**src/rtl/bcd_updown_cnt_pkg.sv**
```systemverilog
// bcd_updown_cnt_pkg: shared BCD digit constants, direction encodings and clamp helper
package bcd_updown_cnt_pkg;

   localparam int DIGIT_W = 4;
   localparam logic [DIGIT_W-1:0] MAX_DIGIT = 4'd9;
   localparam logic UP = 1'b1;
   localparam logic DN = 1'b0;

   // Any out-of-range nibble saturates to 9 so the counter never holds invalid BCD
   function automatic logic [DIGIT_W-1:0] clamp_digit(input logic [DIGIT_W-1:0] d);
      return (d > MAX_DIGIT) ? MAX_DIGIT : d;
   endfunction

endpackage

```
**src/rtl/bcd_updown_cnt_digit.sv**
```systemverilog
// bcd_digit: one combinational BCD digit stage with ripple carry/borrow
module bcd_digit
   import bcd_updown_cnt_pkg::*;
(
   input  logic [DIGIT_W-1:0] d,
   input  logic               step_in,
   input  logic               up,
   output logic [DIGIT_W-1:0] nxt,
   output logic               step_out
);

   // A digit wraps 9->0 going up or 0->9 going down and passes the step onward
   always_comb begin
      step_out = step_in && ((up == UP) ? (d == MAX_DIGIT) : (d == '0));
      nxt = !step_in ? d
          : (up == UP) ? ((d == MAX_DIGIT) ? '0 : d + 4'd1)
          : ((d == '0) ? MAX_DIGIT : d - 4'd1);
   end

endmodule

```
**src/rtl/bcd_updown_cnt.sv**
```systemverilog
// bcd_updown_cnt: multi-digit BCD up/down counter with load, wrap/hold and done flag
module bcd_updown_cnt
   import bcd_updown_cnt_pkg::*;
#(
   parameter int                    DIGITS   = 2,
   parameter logic [4*DIGITS-1:0]   INIT_VAL = 'h30
) (
   input  logic                clk,
   input  logic                rst,
   input  logic                en,
   input  logic                up,
   input  logic                wrap_en,
   input  logic                load,
   input  logic [4*DIGITS-1:0] load_val,
   output logic [4*DIGITS-1:0] count,
   output logic                tc,
   output logic                done
);

   localparam int W = DIGIT_W * DIGITS;

   logic [W-1:0]    ripple;
   logic [W-1:0]    clamped;
   logic [DIGITS:0] step;
   logic            all_zero;
   logic            all_nines;

   assign step[0] = en;

   genvar i;
   generate
      for (i = 0; i < DIGITS; i++) begin : g_digit
         bcd_digit u_digit (
            .d        (count[DIGIT_W*i +: DIGIT_W]),
            .step_in  (step[i]),
            .up       (up),
            .nxt      (ripple[DIGIT_W*i +: DIGIT_W]),
            .step_out (step[i+1])
         );
         assign clamped[DIGIT_W*i +: DIGIT_W] = clamp_digit(load_val[DIGIT_W*i +: DIGIT_W]);
      end
   endgenerate

   assign all_zero  = (count == '0);
   assign all_nines = (count == {DIGITS{MAX_DIGIT}});
   assign tc        = (up == DN) ? all_zero : all_nines;

   // A carry/borrow out of the top digit means an enabled step at the terminal:
   // the ripple result is already the wrapped value, so hold mode just blocks it
   always_ff @(posedge clk) begin
      if (rst) begin
         count <= INIT_VAL;
         done  <= 1'b0;
      end else if (load) begin
         count <= clamped;
         done  <= 1'b0;
      end else if (en) begin
         if (step[DIGITS] && !wrap_en)
            done <= 1'b1;
         else
            count <= ripple;
      end
   end

endmodule

```
**config.mk**
```make
export PLATFORM = sky130hd
export DESIGN_NAME = bcd_updown_cnt
export DESIGN_NICKNAME = d
export VERILOG_FILES = /design/src/rtl/bcd_updown_cnt_pkg.sv /design/src/rtl/bcd_updown_cnt_digit.sv /design/src/rtl/bcd_updown_cnt.sv
export SDC_FILE = /design/constraint.sdc
export NUM_CORES = 1
export LEC_CHECK = 0
export BUFFER_PORTS_ARGS = -buffer_cell sky130_fd_sc_hd__buf_2
export CAP_MARGIN = 20
export CORE_ASPECT_RATIO = 0.7
export CORE_MARGIN = 2
export CORE_UTILIZATION = 30
export DETAILED_ROUTE_END_ITERATION = 8
export PLACE_DENSITY = 0.59
export SYNTH_ARGS = -nofsm -noshare
export SYNTH_HDL_FRONTEND = slang
export SYNTH_SLANG_ARGS = --single-unit
```
**constraint.sdc**
```tcl
create_clock -name clk -period 3.5 [get_ports clk]
set_input_delay 0.35 -clock clk [delete_from_list [all_inputs] [get_ports clk]]
set_output_delay 0.35 -clock clk [all_outputs]
set_load 0.01 [all_outputs]
```
# After elaboration in Yosys (flattened, before gate mapping)
# Index checks and enable logic that the tools add are counted.
# W data, S select, Z words.
word_totals:
  word_cells: 41
  out_inout_bits: 10
  ff_bits: 9
  inputBits: 14
classes:
  n_reduce_logical: 13
  muxes: 15
  eq_ne: 4
  n_addsub: 4
  order_cmp: 2
ops:
  columns: ["cell", "count"]
  rows:
  - ["$mux W4", 9]
  - ["$mux W8", 3]
  - ["$add A4 B1 Y4 const B", 2]
  - ["$eq A4 B4 Y1 const B", 2]
  - ["$eq A8 B8 Y1 const B", 1]
  - ["$gt A4 B4 Y1 const B", 2]
  - ["$logic_not A4 Y1", 2]
  - ["$logic_not A8 Y1", 1]
  - ["$sub A4 B1 Y4 const B", 2]
  - ["$reduce_and A2 Y1", 2]
  - ["$reduce_bool A2 Y1", 2]
  - ["$logic_and A1 B1 Y1", 3]
  - ["$mux W1", 3]
  - ["$reduce_and A3 Y1", 1]
  - ["$ne A2 B2 Y1 const B", 1]
  - ["$reduce_or A2 Y1", 1]
  - ["$logic_not A1 Y1", 1]

# Depth between registers and ports, before layout
logic_depth:
  ltp_word: 8
  depth_mapped: 7
  ltp_nobuf: 5

# Cells and area by module
# From an unflattened synthesis, not the netlist that was laid out.
hier_totals:
  cells_unflattened: 130
  hier_area_um2: 955.9
by_module_without_submodules:
  columns: ["mod", "cells_each", "n_inst", "seq_area_each_um2", "area_per_inst_um2"]
  rows:
  - ["bcd_updown_cnt", 62, 1, 180.2, 480.5]
  - ["bcd_digit", 34, 2, 0.0, 237.7]

# Worst setup path after synthesis
# OpenSTA, ideal clock, no wires.
synth_path:
  path_type: "input to output"
  from: "input up"
  to: "output tc"
  required_time_ns: 3.150
  n_path_buf: 1
  path_stages: 3
  arrival_time_ns: 1.502
  path_slack_ns: 1.648
  cell_sequence: "buf_6 > or3_4 > a2111oi_0"
synth_via:
  elab_chain_cells: 1
synth_lines:
  columns: ["element", "line_no", "source"]
  rows:
  - ["start, declared", "bcd_updown_cnt.sv:11", "input logic up,"]
  - ["$mux W1", "bcd_updown_cnt.sv:46", "assign tc = (up == DN) ? all_zero : all_nines;"]
  - ["end, declared", "bcd_updown_cnt.sv:16", "output logic tc,"]
# Every way passes these cells.

# Worst setup path after layout
layout_path:
  from: "register count[4]"
  to: "output tc"
layout_via:
  elab_chain_cells: 2
  word_cells_on_any_way: 3
  classes_between: "eq/ne (1); mux (1); reduce/logical (1)"
layout_lines:
  columns: ["element", "line_no", "source"]
  rows:
  - ["start, declared", "bcd_updown_cnt.sv:15", "output logic [4*DIGITS-1:0] count,"]
  - ["start signal, assigned", "bcd_updown_cnt.sv:55", "count <= clamped;"]
  - ["start signal, assigned", "bcd_updown_cnt.sv:61", "count <= ripple;"]
  - ["$eq A8 B8 Y1 / $logic_not A8 Y1 (equally long branches)", "bcd_updown_cnt.sv:45, bcd_updown_cnt.sv:44", null]
  - ["$mux W1 *", "bcd_updown_cnt.sv:46", null]
# Every way passes the cells marked *; elsewhere a longest branch is shown, timed or not.

==> results.json <==
{
  "outcome": "completed",
  "finalSetupViolCount": 0,
  "synth.ff_latch_count": 9,
  "worstPathArrival_ns": 1.76,
  "period_minus_slack_ns": 2.11,
  "clk-insertion-delay-late_ns": 0.24,
  "antenna_found_initial": 0,
  "synth.cell_area_um2": 783,
  "final_antenna_net_count": 0,
  "worstPathRequired_ns": 3.15,
  "clock-sinks": 9,
  "ff2ff_path_depth": 5,
  "slew_headroom_pct": 68.2,
  "maxCapViolCount": 0,
  "p_seq_share_pct": 38.4,
  "clock_skew_ns": 0.00653,
  "r2r-end": "count[7]",
  "regArea_um2": 180,
  "grt_use_total_pct": 15.1,
  "fp.dieW_um": 65.1,
  "finalHoldViolations": 0,
  "multi_input_area_um2": 543,
  "dp_hpwl_mm": 1.49,
  "cts_root_buf": "clkbuf_8",
  "clk_path_buf_depth": 2,
  "grt_max_degree": 20,
  "drc": 0,
  "postSynthAreaPerCell_um2": 7.46,
  "fin_nets": 138,
  "synth_nets": 119,
  "fin_tns_setup_ns": 0,
  "start_kind": "register",
  "startpoint": "count[4]",
  "rows": 15,
  "synth_ff_type": "dfxtp_1",
  "rr_startpoint": "count[0]",
  "stdcell_count": 157,
  "dr.first_iter.drc_count": 42,
  "yosysWarnings": 0,
  "synthDistinctLibCells": 40,
  "post_drt_wl_per_cell_um": 13.4,
  "numPortBuffers": 23,
  "tightest_slew_ns": 0.477,
  "max_freq_mhz": 473,
  "fin_util_pct": 38.0,
  "ys_seq_area_share_pct": 23.0,
  "fill_cells": 268,
  "dr.pass1.iters": 4,
  "post_cts_resized": 0,
  "p_switching_uw": 120,
  "cts_setup_buffers": 0,
  "crit_chain": "or3_4 -> a2111oi_0 -> buf_2",
  "wirelength_mm": 2.11,
  "cts.htree.levels": 1,
  "hold_start": "load_val[0]",
  "r2r_slack_ns": 1.58,
  "synth_edf_count": 0,
  "drive_above_1_share_pct": 26.0,
  "dieHeight_um": 46.8,
  "place_inst": 153,
  "vdd_drop_max_mv": 0.177,
  "initial_utilization_pct": 31.6,
  "swShare_pct": 33.6,
  "intPower_uw": 236,
  "postPlaceCellArea_um2": 896,
  "leakage_uw": 0.000379,
  "slew_viol_final": 0,
  "crit_type": "reg2out",
  "power_density_nw_per_um2": 377,
  "async_reset_ff_share_pct": 0,
  "p_comb_share_pct": 27.4,
  "post_drt_via_cell_ratio": 5.46,
  "ctsHoldBuffers": 0,
  "worstSetupEndpointType": "primary output",
  "grt_pass1_wl_mm": 3.48,
  "min_to": "count[0]",
  "cts_tree": "built",
  "rsz0062_at_grt": "false",
  "grt_overflow": 0,
  "path_max_fanout": 15,
  "core_area_um2": 2480,
  "critPathMaxStageDelay_ns": 0.46,
  "die_area_um2": 3040,
  "clkPwrFrac_pct": 34.2,
  "crit_slowest_cell": "or3_4",
  "area_growth_pct": 20.3,
  "hold_slack_ns": 0.413,
  "fin_crit_sh_pct": 60.4,
  "vias": 858,
  "hp-class": "in2reg",
  "design_area_um2": 942,
  "netlist_instances": 105,
  "io_pins": 24,
  "cts.clk_slew.worst_paths_ns": 0.05,
  "routabilityCongestion": 0.761,
  "cts_buffers": 3,
  "grt_pass1_vias": 722,
  "hold_depth": 3,
  "antennaDiodeCount": 0
}
## placed cells by master, fill, tap and decap left out, types with 2 or more instances in the layout
cell type  synthesis  layout
o21ai_2            2       2
inv_1              4       4
o311ai_0           2       2
dfxtp_1            9       9
o211a_1            2       2
nor2_1            12      12
xnor2_1            4       4
a221oi_1           5       5
clkbuf_8           0       3
nand3_1            3       3
buf_2              0      23
nor3_1             6       6
a211oi_1           3       3
o21a_1             2       2
nand2_1            9       9
nor2b_1            3       3
o21ai_0            5       5
a211o_1            2       2
and3_1             2       2
a21oi_1            3       3
## flip-flops by register name, indices dropped and copies added (netlist names)
| name | count |
|---|---|
| done | 1 |
| count | 8 |
## cells by family after synthesis
logic type	count (synthesis)	share of synthesized area, %
xor gates and xnor gates	5	5.59
buffers and inverters	13	7.67
AOI/OAI and AO/OA	36	36.3
DFF	9	23.0
and+or+nand+nor	42	27.5
## synth_stat cells, types with 2 or more instances
cell	number	share of area (%)
nor2_1	12	5.8
dfxtp_1	9	23
nand2_1	9	4.3
clkbuf_1	6	2.9
nor3_1	6	3.8
a221oi_1	5	5.6
o21ai_0	5	3.2
inv_1	4	1.9
xnor2_1	4	4.5
a211oi_1	3	2.9
a21oi_1	3	1.9
nand3_1	3	1.9
nor2b_1	3	2.4
a211o_1	2	2.2
and3_1	2	1.6
o211a_1	2	2.6
o21a_1	2	1.9
o21ai_2	2	2.2
o311ai_0	2	2.2
## area by class of cell
| type | count | area share [%] |
|---|---|---|
| clock buffer | 3 | 4.38 |
| clock inverter | 1 | 0.531 |
| inverter | 4 | 1.59 |
| multi-input combinational | 83 | 57.6 |
| sequential | 9 | 19.1 |
| tap | 34 | 4.52 |
| timing repair buffer | 23 | 12.2 |
## metrics by stage
stage | total power [µW] | setup slack (ns)
floorplan | 205 | 1.65
global placement | 231 | 1.53
detailed placement | 233 | 1.56
CTS | 358 | 1.35
global route | 378 | 1.18
finish | 355 | 1.39
## power groups by stage
| stage | logic, µW | clock network [µW] | registers, µW |
|---|---|---|---|
| after floorplan | 78.8 | 0 | 126 |
| after global placement | 94.6 | 0 | 136 |
| after detailed placement | 95.4 | 0 | 138 |
| after CTS | 97.3 | 125 | 136 |
| after global routing | 109 | 129 | 139 |
| final | 97.4 | 122 | 136 |
## how the worst max path moves through the flow
stage / endpoint / cells after the start / slack, ns
after CTS: tc / 3 / 1.35
after global placement: tc / 4 / 1.53
after global routing: tc / 3 / 1.18
final: tc / 3 / 1.39
after floorplan: tc / 3 / 1.65
after detailed placement: count[7] / 6 / 1.56
## routing by layer
metal / wire (µm) / vias to the layer above / track usage (%)
met2: 858 / 36 / 21.9
met4: 30 / 0 / 5.00
met5: 0 / - / 0
li1: - / 431 / -
met3: 154 / 8 / 2.64
met1: 1070 / 383 / 22.8
## worst max-delay path: cells and delay by family, from the launching register on
| kind | cells | cell delay, ns |
|---|---|---|
| AOI/OAI and AO/OA | 1 | 0.41 |
| buffers and inverters | 1 | 0.21 |
| DFF | 1 | 0.45 |
| and+or+nand+nor | 1 | 0.46 |
Power figures use the tool's default switching activity.
